--- config.mk ---
export PLATFORM = sky130hd
export DESIGN_NAME = bp_cfg_loader
export DESIGN_NICKNAME = d
export VERILOG_FILES = /design/src/rtl/bp_cfg_loader.sv
export SDC_FILE = /design/constraint.sdc
export NUM_CORES = 1
export LEC_CHECK = 0
export ABC_CLOCK_PERIOD_IN_PS = 1300
export BUFFER_PORTS_ARGS = -buffer_cell sky130_fd_sc_hd__buf_2
export CAP_MARGIN = 30
export CORE_ASPECT_RATIO = 0.7
export CORE_UTILIZATION = 29
export DETAILED_ROUTE_END_ITERATION = 6
export GPL_ROUTABILITY_DRIVEN = 0
export HOLD_SLACK_MARGIN = 0.03
export PLACE_DENSITY = 0.9
export SLEW_MARGIN = 20
export SYNTH_ARGS = -nofsm -noshare
export SYNTH_HDL_FRONTEND = slang
export SYNTH_SLANG_ARGS = --single-unit
--- constraint.sdc ---
create_clock -name clk_i -period 1.3 [get_ports clk_i]
set_input_delay 0.065 -clock clk_i [delete_from_list [all_inputs] [get_ports clk_i]]
set_output_delay 0.065 -clock clk_i [all_outputs]
set_load 0.005 [all_outputs]
--- src/rtl/bp_cfg_loader.sv ---
// bp_cfg_loader: boot sequencer that freezes, identifies, mode-sets, optionally ucode-loads and unfreezes every core.
// Define BP_CFG_LOADER_UCODE_EN to include the CCE ucode load phase (UC_FETCH/UC_SEND).
module bp_cfg_loader #(
    parameter int num_core_p        = 1,
    parameter int cfg_core_width_p  = 8,
    parameter int cfg_addr_width_p  = 16,
    parameter int cfg_data_width_p  = 64,
    parameter int cce_pc_width_p    = 8,
    parameter int cce_instr_width_p = 48,
    parameter int ucode_els_p       = 256
) (
    input  logic                         clk_i,
    input  logic                         reset_n_i,
    input  logic                         start_i,
    input  logic                         cce_mode_i,
    output logic                         cfg_v_o,
    input  logic                         cfg_ready_i,
    output logic [cfg_core_width_p-1:0]  cfg_core_o,
    output logic [cfg_addr_width_p-1:0]  cfg_addr_o,
    output logic [cfg_data_width_p-1:0]  cfg_data_o,
    output logic                         ucode_v_o,
    output logic [cce_pc_width_p-1:0]    ucode_addr_o,
    input  logic [cce_instr_width_p-1:0] ucode_data_i,
    output logic                         busy_o,
    output logic                         done_o
);
    localparam int CW = $clog2(num_core_p) + 1;

    typedef enum logic [2:0] {IDLE, FREEZE, CORE_ID, MODE, UC_FETCH, UC_SEND, UNFREEZE, DONE} state_e;

    state_e        state_q, state_d;
    logic [CW-1:0] core_q, core_d;
    logic          mode_q, mode_d;
    logic          xfer, last_core;

    assign xfer      = cfg_v_o & cfg_ready_i;
    assign last_core = core_q == CW'(num_core_p - 1);

`ifdef BP_CFG_LOADER_UCODE_EN
    localparam int UW = cce_pc_width_p + 1;
    logic [UW-1:0]                uc_q, uc_d;
    logic                         have_q, have_d;
    logic [cce_instr_width_p-1:0] ucd_q, ucd_d;

    always_ff @(posedge clk_i or negedge reset_n_i) begin
        if (!reset_n_i) begin
            uc_q   <= '0;
            have_q <= 1'b0;
            ucd_q  <= '0;
        end else begin
            uc_q   <= uc_d;
            have_q <= have_d;
            ucd_q  <= ucd_d;
        end
    end
`else
    localparam int unused_els = ucode_els_p;
    logic unused_ucode;
    assign unused_ucode = ^ucode_data_i;
`endif

    always_ff @(posedge clk_i or negedge reset_n_i) begin
        if (!reset_n_i) begin
            state_q <= IDLE;
            core_q  <= '0;
            mode_q  <= 1'b0;
        end else begin
            state_q <= state_d;
            core_q  <= core_d;
            mode_q  <= mode_d;
        end
    end

    always_comb begin
        state_d = state_q;
        core_d  = core_q;
        mode_d  = mode_q;
`ifdef BP_CFG_LOADER_UCODE_EN
        uc_d    = uc_q;
        have_d  = have_q;
        ucd_d   = ucd_q;
`endif
        case (state_q)
            IDLE, DONE: if (start_i) begin
                state_d = FREEZE;
                core_d  = '0;
                mode_d  = cce_mode_i;
            end
            FREEZE:  if (xfer) state_d = CORE_ID;
            CORE_ID: if (xfer) state_d = MODE;
            MODE: if (xfer) begin
`ifdef BP_CFG_LOADER_UCODE_EN
                state_d = UC_FETCH;
                uc_d    = '0;
`else
                state_d = last_core ? UNFREEZE : FREEZE;
                core_d  = last_core ? '0 : core_q + 1'b1;
`endif
            end
`ifdef BP_CFG_LOADER_UCODE_EN
            UC_FETCH: begin
                state_d = UC_SEND;
                have_d  = 1'b0;
            end
            // First UC_SEND cycle only captures the ROM word; the write is offered from the register after.
            UC_SEND: if (!have_q) begin
                have_d = 1'b1;
                ucd_d  = ucode_data_i;
            end else if (xfer) begin
                if (uc_q == UW'(ucode_els_p - 1)) begin
                    state_d = last_core ? UNFREEZE : FREEZE;
                    core_d  = last_core ? '0 : core_q + 1'b1;
                end else begin
                    state_d = UC_FETCH;
                    uc_d    = uc_q + 1'b1;
                end
            end
`endif
            UNFREEZE: if (xfer) begin
                state_d = last_core ? DONE : UNFREEZE;
                core_d  = last_core ? '0 : core_q + 1'b1;
            end
            default: ;
        endcase
    end

    always_comb begin
        cfg_v_o    = 1'b0;
        cfg_addr_o = '0;
        cfg_data_o = '0;
        case (state_q)
            FREEZE: begin
                cfg_v_o    = 1'b1;
                cfg_addr_o = cfg_addr_width_p'(1);
                cfg_data_o = cfg_data_width_p'(1);
            end
            CORE_ID: begin
                cfg_v_o    = 1'b1;
                cfg_addr_o = cfg_addr_width_p'(2);
                cfg_data_o = cfg_data_width_p'(core_q);
            end
            MODE: begin
                cfg_v_o    = 1'b1;
                cfg_addr_o = cfg_addr_width_p'(3);
                cfg_data_o = cfg_data_width_p'(mode_q);
            end
`ifdef BP_CFG_LOADER_UCODE_EN
            UC_SEND: begin
                cfg_v_o    = have_q;
                cfg_addr_o = have_q ? (cfg_addr_width_p'(16'h8000) | cfg_addr_width_p'(uc_q)) : '0;
                cfg_data_o = have_q ? cfg_data_width_p'(ucd_q) : '0;
            end
`endif
            UNFREEZE: begin
                cfg_v_o    = 1'b1;
                cfg_addr_o = cfg_addr_width_p'(1);
            end
            default: ;
        endcase
        cfg_core_o = cfg_v_o ? cfg_core_width_p'(core_q) : '0;
        busy_o     = state_q != IDLE && state_q != DONE;
        done_o     = state_q == DONE;
    end

`ifdef BP_CFG_LOADER_UCODE_EN
    assign ucode_v_o    = state_q == UC_FETCH;
    assign ucode_addr_o = uc_q[cce_pc_width_p-1:0];
`else
    assign ucode_v_o    = 1'b0;
    assign ucode_addr_o = '0;
`endif
endmodule

==> results.txt <==
Setup violations remaining at the end of the flow were counted as 0. The post-synthesis average cell area is 7.72 µm². The synthesized netlist cell count is 130. For the worst setup path, the data required time is 1.39 ns. The total count of max-transition violations in the final report is 0. The clock tree from TritonCTS is done. The maximum clock path buffer count came out at 2.

For this design the ratio of total power to cell area is 1500 nW/µm². The clock transition at the registers of the reported paths came out at 0.03 ns. The share of the Yosys chip area taken by registers is 0.0998. The global route total overflow is 0. The path depth of the worst reg2reg path is 3. The number of clock buffers added by TritonCTS is 3. In the routed layout, each cell is associated on average with a via count of 2.81. The count of cells along the worst hold path is 2. The number of global-route vias before repair was 305. The number of inserted diodes is 0.

In this run the critical register-to-register path is launched from state_q[1]. The synthesized cell area came out at 1000 µm². The highest attainable clock frequency came out at 0.814 GHz. The die area came out at 3700 µm². The fraction of power spent switching nets is 0.405. The clock share of power is 0.211.

The end of the worst register-to-register path is mode_q. For this design the static power due to leakage is 0.521 nW. The path class of the tightest hold or removal check is input port to flop.

Data on the critical path arrives at its endpoint at 1.32 ns. The number of failing hold endpoints at the final stage is 0. The CTS H-tree depth is 1. The number of register bits inferred by synthesis is 4.

The cell sitting at the root of the clock tree is a clkbuf_8. The core occupancy in the finished layout is 0.254. The critical path is of the flop to flop type.

The HPWL reported at the end of detailed placement is 913 µm. The clock network latency to the later pin of the worst-skew pair is 0.22 ns. The top-level I/O count came out at 153. The predominant post-synthesis flop cell is dfrtp_1.

The fraction of the cycle the final worst path needs came out at 0.946. The initial antenna violation count came out at 0. For hold timing, the worst endpoint is state_q[0]. The violation count after the first detailed-route iteration is 21. Yosys printed 0 warnings.

Setup repair after global routing could not meet its margin everywhere. The remaining number of nets flagged by the antenna check after routing is 0. Sorting the synthesized cells by how often they occur yields buf_4 (94), a21oi_1 (4), dfrtp_1 (4). From left edge to right edge, the die measures 72.3 µm. The flow ran to the end, and the final reports show no timing, DRC or antenna violations.

The count of max-cap constraint violations is 0. The number of clock sinks came out at 4. The number of flops mapped to enable cells by yosys is 0.

STA classifies the critical path endpoint as a flop. The vias after detailed routing is 540. From synthesis to final layout, the design area changed by -18.2%. The cell type with the largest total area after synthesis is buf_4. The switching power summed over all nets came out at 0.500 mW. The number of rows created at floorplan is 17. The initial cell density of the core is 0.310. The first-pass GRT wire length came out at 1330 µm. The worst setup path is launched from a flop. Of the total power, combinational logic draws 0.557. The fraction of synthesized cell area taken by the top area cell type came out at 0.703.

In the final routed layout, each cell accounts on average for 5.70 µm. The largest voltage drop on the vdd net came out at 0.422 mV. The proportion of power drawn by flip-flops and latches came out at 0.233. The number of nets in the layout is 200. The largest net degree at the start of global routing is 11. The floorplan core area came out at 3230 µm². Of all nets on the critical path, the largest fanout is 10.

In this run the tool buffered the top-level ports with 10 buffer cells. The total DRC errors in the routed layout came out at 0. Counting flops with an async set or reset pin after synthesis yields a share of 1.00. Clock skew on the completed layout was measured at 0.00327 ns. The number of distinct library cells after synthesis is 20. The internal portion of the total power is 0.735 mW. Measured along the y axis, the die boundary spans 51.2 µm. The startpoint identified for the worst hold timing path is cfg_ready_i.

The fraction of layout instances using a drive strength above 1 came out at 0.172. The total routing resource utilization after global routing came out at 0.0503. The slack of the worst reg-to-reg path came out at 0.07 ns. The library cell with the highest instance count after synthesis is buf_4. The post-layout minimum cycle time came out at 1.23 ns. The worst hold-check slack came out at 0.0977 ns.

The aggregate routed wire length came out at 1100 µm. By area the synthesized netlist is led by buf_4 (70%), dfrtp_1 (10%), buf_6 (3.4%). Fill cells in the final layout number 373.

The total iterations of the first detailed-routing run came out at 4.
==> registers in the layout (all words and copies together), names as in the netlist <==
signal   flops
mode_q       1
state_q      3
==> per-stage QoR <==
| step | power, mW | setup TNS [ns] | setup WS [ns] | instances | instance area (µm²) |
|---|---|---|---|---|---|
| after CTS | 1.18 | 0 | 0.0573 | 190 | 801 |
| after floorplan | 0.948 | 0 | 0.244 | 223 | 1350 |
| after global placement | 0.820 | 0 | 0.105 | 184 | 729 |
| after global routing | 1.37 | -0.00193 | -0.00193 | 192 | 821 |
| final | 1.23 | 0 | 0.0708 | 192 | 821 |
| after detailed placement | 0.845 | 0 | 0.0981 | 184 | 729 |
==> placed cells by master (no fill, tap or decap) <==
master and n:
dlygate4sd3_1 1, o211ai_2 1, and3_1 1, o21ai_0 3, nand4_1 1, clkbuf_8 3
buf_2 10, inv_1 3, a211o_1 1, a21oi_1 4, and3_2 1, nand2b_1 1
buf_4 5, a31oi_1 2, or2b_4 1, nor2_1 3, and2_4 1, nand2_1 3
dfrtp_1 2, dfrtp_2 2, nor3_2 1, a221oi_1 1, conb_1 94
==> cell type report <==
| class | instances | area (µm²) | area share |
|---|---|---|---|
| multi-input combinational | 119 | 509 | 0.620 |
| inverter | 3 | 11.3 | 0.0137 |
| sequential | 4 | 103 | 0.125 |
| tap | 47 | 58.8 | 0.0716 |
| clock buffer | 3 | 41.3 | 0.0503 |
| timing repair buffer | 16 | 97.6 | 0.119 |
==> per-layer routing <==
metal  global-route usage  part of all wire
met3               0.0178              0.12
met5                    0                 0
met1               0.0508              0.31
met4               0.0588            0.0055
met2               0.0763              0.56
==> timing repair <==
action / 4_1_cts / 5_1_grt
endpoints found under the setup margin: 3 / 2
hold buffers: 1 / 0
gates resized for setup: 3 / 1
buffers inserted: 2 / 2
hold endpoints to repair: 4 / 0
==> cell families (layout without fill, tap and decap cells) <==
kind of cell | after synthesis | in the layout | synth area share
buffers and inverters | 100 | 22 | 0.748
AOI/OAI and AO/OA | 12 | 12 | 0.0773
other | 1 | 94 | 0.00374
and+or+nand+nor | 13 | 13 | 0.0711
DFF | 4 | 4 | 0.0998
==> power by group through the flow <==
stage / Clock, mW / Combinational (mW) / Sequential, mW
global route: 0.291 / 0.774 / 0.301
floorplan: 0 / 0.724 / 0.224
finish: 0.260 / 0.687 / 0.287
global placement: 0 / 0.519 / 0.301
CTS: 0.268 / 0.621 / 0.288
detailed placement: 0 / 0.538 / 0.307
==> critical path: stages (launching register included) <==
cell and delay [ns]:
dfrtp_1 0.52, and2_4 0.22, o211ai_2 0.07, a211o_1 0.29
==> worst max-delay path by stage <==
stage          depth (start not counted)            end  slack, ns  startpoint
4_1_cts                                3  cfg_data_o[0]       0.06  state_q[2]
3_5_place_dp                           3         mode_q        0.1  state_q[0]
6_report                               3         mode_q       0.07  state_q[1]
3_3_place_gp                           3         mode_q       0.10  state_q[0]
2_1_floorplan                          4         mode_q       0.24  state_q[0]
5_1_grt                                3  cfg_data_o[0]     -0.002  state_q[2]
Power figures use the tool's default switching activity.
